**config.mk**
```make
export PLATFORM = sky130hd
export DESIGN_NAME = lz4_frame_tail
export DESIGN_NICKNAME = d
export VERILOG_FILES = /design/src/rtl/lz4_frame_tail_pkg.sv /design/src/rtl/lz4_frame_tail.sv
export SDC_FILE = /design/constraint.sdc
export NUM_CORES = 1
export LEC_CHECK = 0
export CAP_MARGIN = 40
export CORE_ASPECT_RATIO = 1.5
export CORE_MARGIN = 3
export CORE_UTILIZATION = 40
export DETAILED_ROUTE_END_ITERATION = 8
export GPL_TIMING_DRIVEN = 0
export PLACE_DENSITY = 0.73
export SLEW_MARGIN = 20
export SYNTH_ARGS = -nofsm -noshare
export SYNTH_HDL_FRONTEND = slang
export SYNTH_SLANG_ARGS = --single-unit
export TNS_END_PERCENT = 10
```
**constraint.sdc**
```tcl
create_clock -name clk -period 1.9 [get_ports clk]
set_input_delay 0.38 -clock clk [delete_from_list [all_inputs] [get_ports clk]]
set_output_delay 0.38 -clock clk [all_outputs]
set_load 0.02 [all_outputs]
```
**src/rtl/lz4_frame_tail_pkg.sv**
```systemverilog
// Shared LZ4 frame definitions: tail FSM state encoding, EndMark word and the
// byte-swap helper used to put the xxh32 digest into stream byte order.
package lz4_frame_tail_pkg;

  localparam logic [2:0] ST_IDLE     = 3'd0;
  localparam logic [2:0] ST_PASS     = 3'd1;
  localparam logic [2:0] ST_END_MARK = 3'd2;
  localparam logic [2:0] ST_WAIT_DIG = 3'd3;
  localparam logic [2:0] ST_CKSUM    = 3'd4;
  localparam logic [2:0] ST_DONE     = 3'd5;

  typedef enum logic [2:0] {
    IDLE     = ST_IDLE,
    PASS     = ST_PASS,
    END_MARK = ST_END_MARK,
    WAIT_DIG = ST_WAIT_DIG,
    CKSUM    = ST_CKSUM,
    DONE     = ST_DONE
  } state_t;

  localparam logic [31:0] END_MARK_WORD = 32'h0000_0000;

  // The digest is little-endian on the wire, the stream word is big-endian.
  function automatic logic [31:0] byte_swap(input logic [31:0] d);
    return {d[7:0], d[15:8], d[23:16], d[31:24]};
  endfunction

endpackage

```
**src/rtl/lz4_frame_tail.sv**
```systemverilog
// LZ4 frame tail: forwards compressed block words, then appends the EndMark
// and (optionally) the content checksum through a single output register.
//
// state    | meaning
// ---------+-----------------------------------------------------------
// IDLE     | no frame open; only digest capture is active
// PASS     | compressed block words forwarded one cycle after acceptance
// END_MARK | waiting to load the 32'h0 EndMark word
// WAIT_DIG | EndMark loaded, no digest held yet
// CKSUM    | waiting to load the byte-swapped digest word
// DONE     | waiting for the final word to leave, then pulse tail_done
module lz4_frame_tail
  import lz4_frame_tail_pkg::*;
#(
  parameter bit CHECKSUM_EN = 1'b1
) (
  input  logic        clk,
  input  logic        rstN,
  input  logic        compress_start,
  input  logic [31:0] blk_data,
  input  logic        blk_valid,
  input  logic        blk_last,
  output logic        blk_ready,
  input  logic [31:0] digest,
  input  logic        digest_valid,
  output logic [31:0] out_data,
  output logic        out_valid,
  input  logic        out_ready,
  output logic        out_last,
  output logic        tail_done,
  output logic [31:0] frame_words
);

  state_t      state;
  logic        have_digest;
  logic [31:0] digest_q;
  logic        xfer;
  logic        load_en;

  assign xfer      = out_valid && out_ready;
  assign load_en   = !out_valid || out_ready;
  assign blk_ready = (state == PASS) && load_en;

  always_ff @(posedge clk or negedge rstN) begin
    if (!rstN) begin
      state       <= IDLE;
      out_valid   <= 1'b0;
      out_data    <= '0;
      out_last    <= 1'b0;
      tail_done   <= 1'b0;
      frame_words <= '0;
      have_digest <= 1'b0;
      digest_q    <= '0;
    end else begin
      tail_done <= 1'b0;
      if (xfer) begin
        frame_words <= frame_words + 32'd1;
        out_valid   <= 1'b0;
      end

      if (compress_start) begin
        // A start outside IDLE aborts the open frame without a tail_done.
        state       <= PASS;
        out_valid   <= 1'b0;
        out_last    <= 1'b0;
        frame_words <= '0;
        if (state != IDLE) have_digest <= 1'b0;
      end else begin
        case (state)
          IDLE: ;
          PASS: begin
            if (blk_valid && blk_ready) begin
              out_data  <= blk_data;
              out_valid <= 1'b1;
              out_last  <= 1'b0;
              if (blk_last) state <= END_MARK;
            end
          end
          END_MARK: begin
            if (load_en) begin
              out_data  <= END_MARK_WORD;
              out_valid <= 1'b1;
              out_last  <= !CHECKSUM_EN;
              if (!CHECKSUM_EN)    state <= DONE;
              else if (have_digest) state <= CKSUM;
              else                  state <= WAIT_DIG;
            end
          end
          WAIT_DIG: begin
            if (have_digest || digest_valid) state <= CKSUM;
          end
          CKSUM: begin
            if (load_en) begin
              out_data  <= byte_swap(digest_q);
              out_valid <= 1'b1;
              out_last  <= 1'b1;
              state     <= DONE;
            end
          end
          DONE: begin
            if (xfer && out_last) begin
              tail_done   <= 1'b1;
              have_digest <= 1'b0;
              state       <= IDLE;
            end
          end
          default: state <= IDLE;
        endcase
      end

      // Placed after the start handling so a same-cycle digest lands in the new frame.
      if (digest_valid && (compress_start || (state != DONE && !have_digest))) begin
        digest_q    <= digest;
        have_digest <= 1'b1;
      end
    end
  end

endmodule

```
* After elaboration in Yosys (flattened, before gate mapping)
Index checks and enable logic that the tools add are counted.
Storage, ports and cells: bits in read-only memories 0, latch bits 0, input bits 71, register bits 103, output and inout port bits 68, memory bits (writable) 0, memories kept 0
Cells by class: $add $sub $neg 1, shift-type cells 0, order comparisons 0, muxes and demuxes 33, eq/ne operators 17, $mul 0, bitwise operators 1, divide/modulo/power cells 0, reductions and logical operators 23
Operators by type and width (number):
- $mux W32 | 5
- $pmux W32 S3 | 1
- $add A32 B1 Y32 const B | 1
- $mux W3 | 8
- $ne A3 B3 Y1 const B | 6
- $pmux W3 S6 | 1
- $mux W1 | 16
- $reduce_bool A3 Y1 | 4
- $reduce_and A7 Y1 | 1
- $eq A3 B2 Y1 const B | 2
- $eq A3 B3 Y1 const B | 2
- $logic_and A1 B1 Y1 | 6
- $ne A2 B2 Y1 const B | 3
- $reduce_and A5 Y1 | 1
- $reduce_and A4 Y1 | 1
- $reduce_bool A4 Y1 | 1
- $eq A3 B1 Y1 const B | 1
- $logic_not A3 Y1 | 1
- $logic_or A1 B1 Y1 | 3
- $ne A3 B1 Y1 const B | 1
- $ne A3 B2 Y1 const B | 1
- $pmux W1 S3 | 1
- $reduce_and A3 Y1 | 1
- $logic_not A1 Y1 | 2
- 5 further kinds | 5

* Longest topological paths before layout
Gate-level depths: netlist of run 1.
word-level depth 7, mapped depth 7, mapped depth without buffers 5

* Least setup slack after synthesis of run 1
Ideal clock, no wire load.
path kind register to register, start reg state[1], end reg out_data[0], period minus slack after synthesis 1877 ps, arrival 1752 ps, slack 23 ps, cell stages (with the launch flop) 8, buffers on the path 3, cell sequence dfrtp_1 buf_6 nand2b_4 a21o_1 buf_2 a221o_4 buf_6 mux2_4
On the way: cells in the longest elaborated chain, start to end 5
RTL lines:
- start: declaration | RTL line lz4_frame_tail.sv:34 | state_t state;
- start signal: assignment | RTL line lz4_frame_tail.sv:46 | state <= IDLE;
- start signal: assignment | RTL line lz4_frame_tail.sv:63 | state <= PASS;
- start signal: assignment | RTL line lz4_frame_tail.sv:76 | if (blk_last) state <= END_MARK;
- $eq A3 B1 Y1 | RTL line lz4_frame_tail.sv:42, lz4_frame_tail.sv:69
- $logic_and A1 B1 Y1 | RTL line lz4_frame_tail.sv:42 | assign blk_ready = (state == PASS) && load_en;
- $logic_and A1 B1 Y1 | RTL line lz4_frame_tail.sv:72 | if (blk_valid && blk_ready) begin
- $ne A2 B1 Y1 (no source line)
- $reduce_and A5 Y1 (no source line)
- end signal: assignment | RTL line lz4_frame_tail.sv:73 | out_data <= blk_data;
- end signal: assignment | RTL line lz4_frame_tail.sv:94 | out_data <= byte_swap(digest_q);
- end: declaration | RTL line lz4_frame_tail.sv:26 | output logic [31:0] out_data,
Parallel ways exist; a longest one is shown, timed or not. A chain may end at the register's enable or synchronous reset.

* Worst setup path in the final report of run 1
start reg state[1], end reg out_data[27]
The elaborated chain is that of the path after synthesis.

==> results of run 1 <==
-- registers in the layout (all words and copies together) (netlist names) --
| register | cells |
|---|---|
| frame_words | 32 |
| digest_q | 32 |
| out_valid | 1 |
| state | 3 |
| out_last | 1 |
| tail_done | 1 |
| have_digest | 1 |
| out_data | 32 |
-- cells in the final DEF (no fill, tap or decap), types with 4 or more instances in the layout --
master           count
clkdlybuf4s50_1    133
dfrtp_1             97
mux2_2              36
a22o_1              32
mux2_4              30
a21oi_1             28
nand2_1             17
nor2_1              16
o31ai_1             15
nand4_1             14
or4_1               14
buf_4               11
clkbuf_1            10
clkbuf_16            9
nand3_1              8
o21ai_0              8
xor2_1               8
or3_1                6
dfrtp_2              6
and2_1               5
buf_6                4
clkbuf_2             4
and4_1               4
-- cell type report --
cell class                 instances  area [um^2]  share of cell area
tap                              153          191              0.0271
clock inverter                     4         30.0             0.00424
inverter                           2         7.51             0.00106
multi-input combinational        281         2340               0.331
timing repair buffer             146         1470               0.207
sequential                       103         2580               0.365
clock buffer                      12          256              0.0363
buffer                            26          194              0.0274
-- report_power, final --
| group | leakage [nW] | internal, mW | switching [mW] | total [mW] |
|---|---|---|---|---|
| clock | 0.139 | 0.964 | 0.800 | 1.76 |
| sequential | 1.28 | 2.70 | 0.314 | 3.01 |
| combinational | 1.55 | 1.53 | 1.11 | 2.64 |
| total | 2.97 | 5.19 | 2.22 | 7.42 |
-- worst max path at each step --
stage / to / slack (ns)
after floorplan: out_data[0] / 0.02
after global placement: digest_q[5] / -3.60
after detailed placement: frame_words[25] / -0.67
after CTS: out_data[27] / -0.08
after global routing: frame_words[30] / -0.1
final: out_data[27] / -0.04
-- cell families after synthesis --
family | synth area share
and+or+nand+nor | 0.126
muxes | 0.175
AOI/OAI and AO/OA | 0.132
buffers and inverters | 0.0312
DFF | 0.515
xor gates and xnor gates | 0.0175
adders and majority gates | 0.00250
-- worst max-delay path, delay by kind of cell, from the launching register on --
| family | cells | cell delay [ns] |
|---|---|---|
| AO/OA/AOI/OAI | 2 | 0.67 |
| buffers and inverters | 2 | 0.31 |
| flip-flops | 1 | 0.37 |
| multiplexers | 1 | 0.30 |
| AND/OR/NAND/NOR | 1 | 0.17 |
-- per-layer routing --
layer,up-vias,routed length [um],track usage
met4,0,361,0.0780
met3,27,851,0.0518
li1,1867,-,-
met5,-,0,0
met1,2002,4780,0.205
met2,142,7230,0.356
-- what timing repair did --
action,in CTS,in global routing
resized for setup,40,14
gates cloned,0,0
setup buffers,4,3
endpoints found under the setup margin,79,84
hold endpoints to repair,4,0
pin swaps,4,6
hold buffers,1,0
==> results.json, run 1 <==
{
  "status": "finished, violations left",
  "failed_checks": "setup timing",
  "tns_ns": -0.991,
  "fin_ws_ns": -0.0408,
  "die_h_um": 143,
  "yosys_most_used_dff": "dfrtp_1",
  "ios": 139,
  "cp.required_ns": 2.12,
  "totalPowerFinal_mw": 7.42,
  "cts_tree": "yes",
  "cp-start-kind": "flop",
  "numCtsBuffers": 9,
  "fin_cells": 727,
  "cts_root_buf": "clkbuf_16",
  "hpwl_mm": 9.86,
  "netlist_top_cells_area": "dfrtp_1 (52%), mux2_4 (9.0%), mux2_2 (8.1%)",
  "synthTopCellsByCount": "dfrtp_1 (103), mux2_2 (36), a22o_1 (32)",
  "insertedDiodeCount": 0,
  "cpMaxStageDelayCell": "a221o_4",
  "first_pass_iters": 4,
  "synth_area_mm2": 0.00500,
  "r2r_start": "state[1]",
  "postRouteAntennaNets": 0,
  "synth-edff-count": 0,
  "hp-start": "digest_q[6]",
  "finalSetupViolations": 30,
  "layout_min_cycle_time_ns": 1.94,
  "min_path_type": "reg -> reg",
  "yosysMostFrequentCell": "dfrtp_1",
  "powerDensity_mw_per_mm2": 1050,
  "post_dp_cell_area_mm2": 0.00660,
  "syn-num-nets": 487,
  "synth_top_area_frac": 0.515,
  "fin_util": 0.583,
  "rsz0062_at_grt": "true",
  "wire_per_inst_um": 18.2,
  "p_leak_nw": 2.97,
  "crit_path_end_kind": "flop",
  "fp.dieW_um": 97.3,
  "track_usage": 0.191,
  "clockBufferDepth": 2,
  "dpl_worst_slack_ns": -0.672,
  "synthArstFlopShare": 1.00,
  "hold-path-cell-count": 1,
  "antenna_found_initial": 0,
  "initialDrtViolationCount": 158,
  "rr_worst_depth": 6,
  "ys_warn_count": 0,
  "drv_slew": 0,
  "grt-ovfl-total": 0,
  "synth-seq-cells": 103,
  "grt_pass1_vias": 4235,
  "arrival_ns": 2.16,
  "numClockSinks": 103,
  "fin_hold_ws_ns": 0.507,
  "max_freq_mhz": 515,
  "synth_cell_types": 42,
  "drv_cap": 0,
  "core_mm2": 0.0121,
  "routabilityCongestion": 0.896,
  "num_vias": 4038,
  "clock_skew_ns": 0.00881,
  "worst_slew_pin_slew_ns": 0.577,
  "final_area_mm2": 0.00707,
  "yosysTopAreaCell": "dfrtp_1",
  "grt_pass1_wl_mm": 21.3,
  "path_class": "reg -> reg",
  "max_stage_delay_ns": 0.42,
  "totalWireLength_mm": 13.2,
  "ys_seq_area_frac": 0.515,
  "final_nets": 641,
  "crit_start": "state[1]",
  "nFillCells": 1005,
  "slew_headroom": 0.615,
  "insertion_delay_ns": 0.34,
  "remaining_drc_errors": 0,
  "std_cell_rows": 49,
  "port_buffers": 137,
  "grt_max_degree": 56,
  "r2r_end": "out_data[27]",
  "syn_area_per_cell_um2": 12.1,
  "min_to": "digest_q[6]",
  "area_delta_synth_final_pct": 41.3,
  "placed_cells": 706,
  "die_area_mm2": 0.0139,
  "viasPerCell": 5.55,
  "synthesis.instances": 415,
  "fin_crit_sh": 1.02,
  "r2r_setup_slack_ns": -0.04,
  "clk_pin_slew_worst_paths_ns": 0.07,
  "final_hold_viol_count": 0,
  "irDropWorstVdd_mv": 0.643,
  "htreeDepth": 3,
  "drive_above_1_share": 0.232,
  "path_cells": "buf_6, nand2b_4, a21o_4, a221o_4, buf_12, mux2_4",
  "start_util": 0.412,
  "critPathMaxFanout": 10
}
(Power assumes the default switching activity.)
==> inputs of run 2 (changes only) <==
--- a/config.mk
+++ b/config.mk
@@ -7,11 +7,11 @@
 export LEC_CHECK = 0
 export CAP_MARGIN = 40
 export CORE_ASPECT_RATIO = 1.5
-export CORE_MARGIN = 3
-export CORE_UTILIZATION = 40
+export CORE_MARGIN = 2
+export CORE_UTILIZATION = 41
 export DETAILED_ROUTE_END_ITERATION = 8
 export GPL_TIMING_DRIVEN = 0
-export PLACE_DENSITY = 0.73
+export PLACE_DENSITY = 0.75
 export SLEW_MARGIN = 20
 export SYNTH_ARGS = -nofsm -noshare
 export SYNTH_HDL_FRONTEND = slang
==> results.json, run 2 (same netlist as run 1, synthesis figures left out) <==
{
  "status": "finished, violations left",
  "failed_checks": "setup timing",
  "cp_top_family": "compound AO/OA/AOI/OAI gates",
  "drv_cap": 0,
  "insertedDiodeCount": 0,
  "critPathMaxFanout": 10,
  "remaining_drc_errors": 0,
  "die_h_um": 139,
  "regArea_mm2": 0.00258,
  "fp.dieW_um": 94.2,
  "htreeDepth": 3,
  "path_cells": "nand2b_1, a21o_4, a221o_4, buf_12, mux2_4",
  "area_delta_synth_final_pct": 42.9,
  "r2r_setup_slack_ns": -0.04,
  "internal_power_mw": 5.28,
  "netSwitchingFraction": 0.296,
  "path_class": "reg -> reg",
  "min_path_type": "reg -> reg",
  "r2r_end": "out_data[1]",
  "final_cell_mix": "clkdlybuf4s50_1 (134), dfrtp_1 (97), mux2_2 (36)",
  "core_mm2": 0.0120,
  "clk_pin_slew_worst_paths_ns": 0.07,
  "arrival_ns": 2.17,
  "track_usage": 0.198,
  "fin_ws_ns": -0.0426,
  "multi_input_area_mm2": 0.00239,
  "rsz0062_at_grt": "true",
  "grt_pass1_wl_mm": 20.6,
  "slew_headroom": 0.606,
  "final_nets": 642,
  "die_area_mm2": 0.0131,
  "insertion_delay_ns": 0.34,
  "power_switching_mw": 2.22,
  "r2r_start": "state[2]",
  "cp.required_ns": 2.13,
  "final_hold_viol_count": 0,
  "postRouteAntennaNets": 0,
  "grt_max_degree": 63,
  "routabilityCongestion": 0.916,
  "antenna_found_initial": 0,
  "finalSetupViolations": 30,
  "initialDrtViolationCount": 220,
  "fin_cells": 728,
  "ios": 139,
  "port_buffers": 137,
  "totalWireLength_mm": 12.8,
  "hpwl_mm": 9.42,
  "cp-start-kind": "flop",
  "nFillCells": 1001,
  "dpl_worst_slack_ns": -0.642,
  "totalPowerFinal_mw": 7.50,
  "tns_ns": -1.05,
  "clock_skew_ns": 0.00709,
  "cpMaxStageDelayCell": "dfrtp_1",
  "crit_path_end_kind": "flop",
  "min_to": "digest_q[11]",
  "grt-ovfl-total": 0,
  "max_freq_mhz": 515,
  "drive_above_1_share": 0.245,
  "layout_commonest_cell": "clkdlybuf4s50_1",
  "num_vias": 4049,
  "powerDensity_mw_per_mm2": 1050,
  "first_pass_iters": 5,
  "p_leak_nw": 3.00,
  "clockBufferDepth": 2,
  "worst_slew_pin_slew_ns": 0.592,
  "drv_slew": 0,
  "layout_min_cycle_time_ns": 1.94,
  "viasPerCell": 5.56,
  "placed_cells": 706,
  "cts_root_buf": "clkbuf_16",
  "start_util": 0.419,
  "power_frac_seq": 0.403,
  "numCtsBuffers": 9,
  "irDropWorstVdd_mv": 0.715,
  "reg.largest.list": "digest_q (32), frame_words (32), out_data (32)",
  "hp-start": "digest_q[11]",
  "max_stage_delay_ns": 0.46,
  "hold-path-cell-count": 1,
  "rr_worst_depth": 5,
  "comb_power_share": 0.350,
  "fin_util": 0.598,
  "cts_tree": "yes",
  "grt_pass1_vias": 4062,
  "numClockSinks": 103,
  "wire_per_inst_um": 17.6,
  "pwr-share-clk": 0.247,
  "std_cell_rows": 49,
  "critical_path_buf_inv_count": 1,
  "fin_crit_sh": 1.02
}
-- run 2: area by class of cell --
type / instances / share of cell area
Clock buffer: 10 / 0.0334
Multi-Input combinational cell: 281 / 0.334
Buffer: 27 / 0.0294
Inverter: 2 / 0.00105
Timing Repair Buffer: 146 / 0.206
Clock inverter: 6 / 0.00840
Sequential cell: 103 / 0.361
Tap cell: 153 / 0.0268
-- run 2: repair_timing --
action                                  CTS  global route
endpoints found under the hold margin    41             0
resized for setup                        39            32
buffers inserted                          2             5
pin swaps                                 3             4
endpoints found under the setup margin   80            79
hold buffers                              1             0
-- run 2: how the worst max path moves through the flow --
stage	start	to	slack, ns	cells after the start
4_1_cts	state[1]	out_data[26]	-0.09	6
5_1_grt	state[1]	out_data[26]	-0.08	6
3_3_place_gp	rstN	digest_q[25]	-3.42	1
3_5_place_dp	out_ready	frame_words[25]	-0.64	6
2_1_floorplan	state[1]	out_data[0]	0.02	7
6_report	state[2]	out_data[1]	-0.04	5
-- run 2: metal layers --
layer,track usage,up-vias,share of wire
met5,0,-,0
met4,0.0709,0,0.023
met3,0.0520,20,0.062
met2,0.341,145,0.53
met1,0.237,2019,0.39
li1,-,1865,-
-- run 2: metrics by stage --
stage	hold slack [ns]	instance area (um^2)
final	0.506	7150
after global routing	0.518	7150
after CTS	0.509	7050
after floorplan	0.0844	5000
after global placement	0.488	6570
after detailed placement	0.324	6600
-- run 2: power by group through the flow --
stage	registers [mW]	clock network, mW	logic, mW
floorplan	3.42	0	1.00
global placement	3.04	0	2.50
detailed placement	3.05	0	2.57
CTS	3.03	1.92	2.62
global route	3.09	2.01	2.76
finish	3.03	1.85	2.62
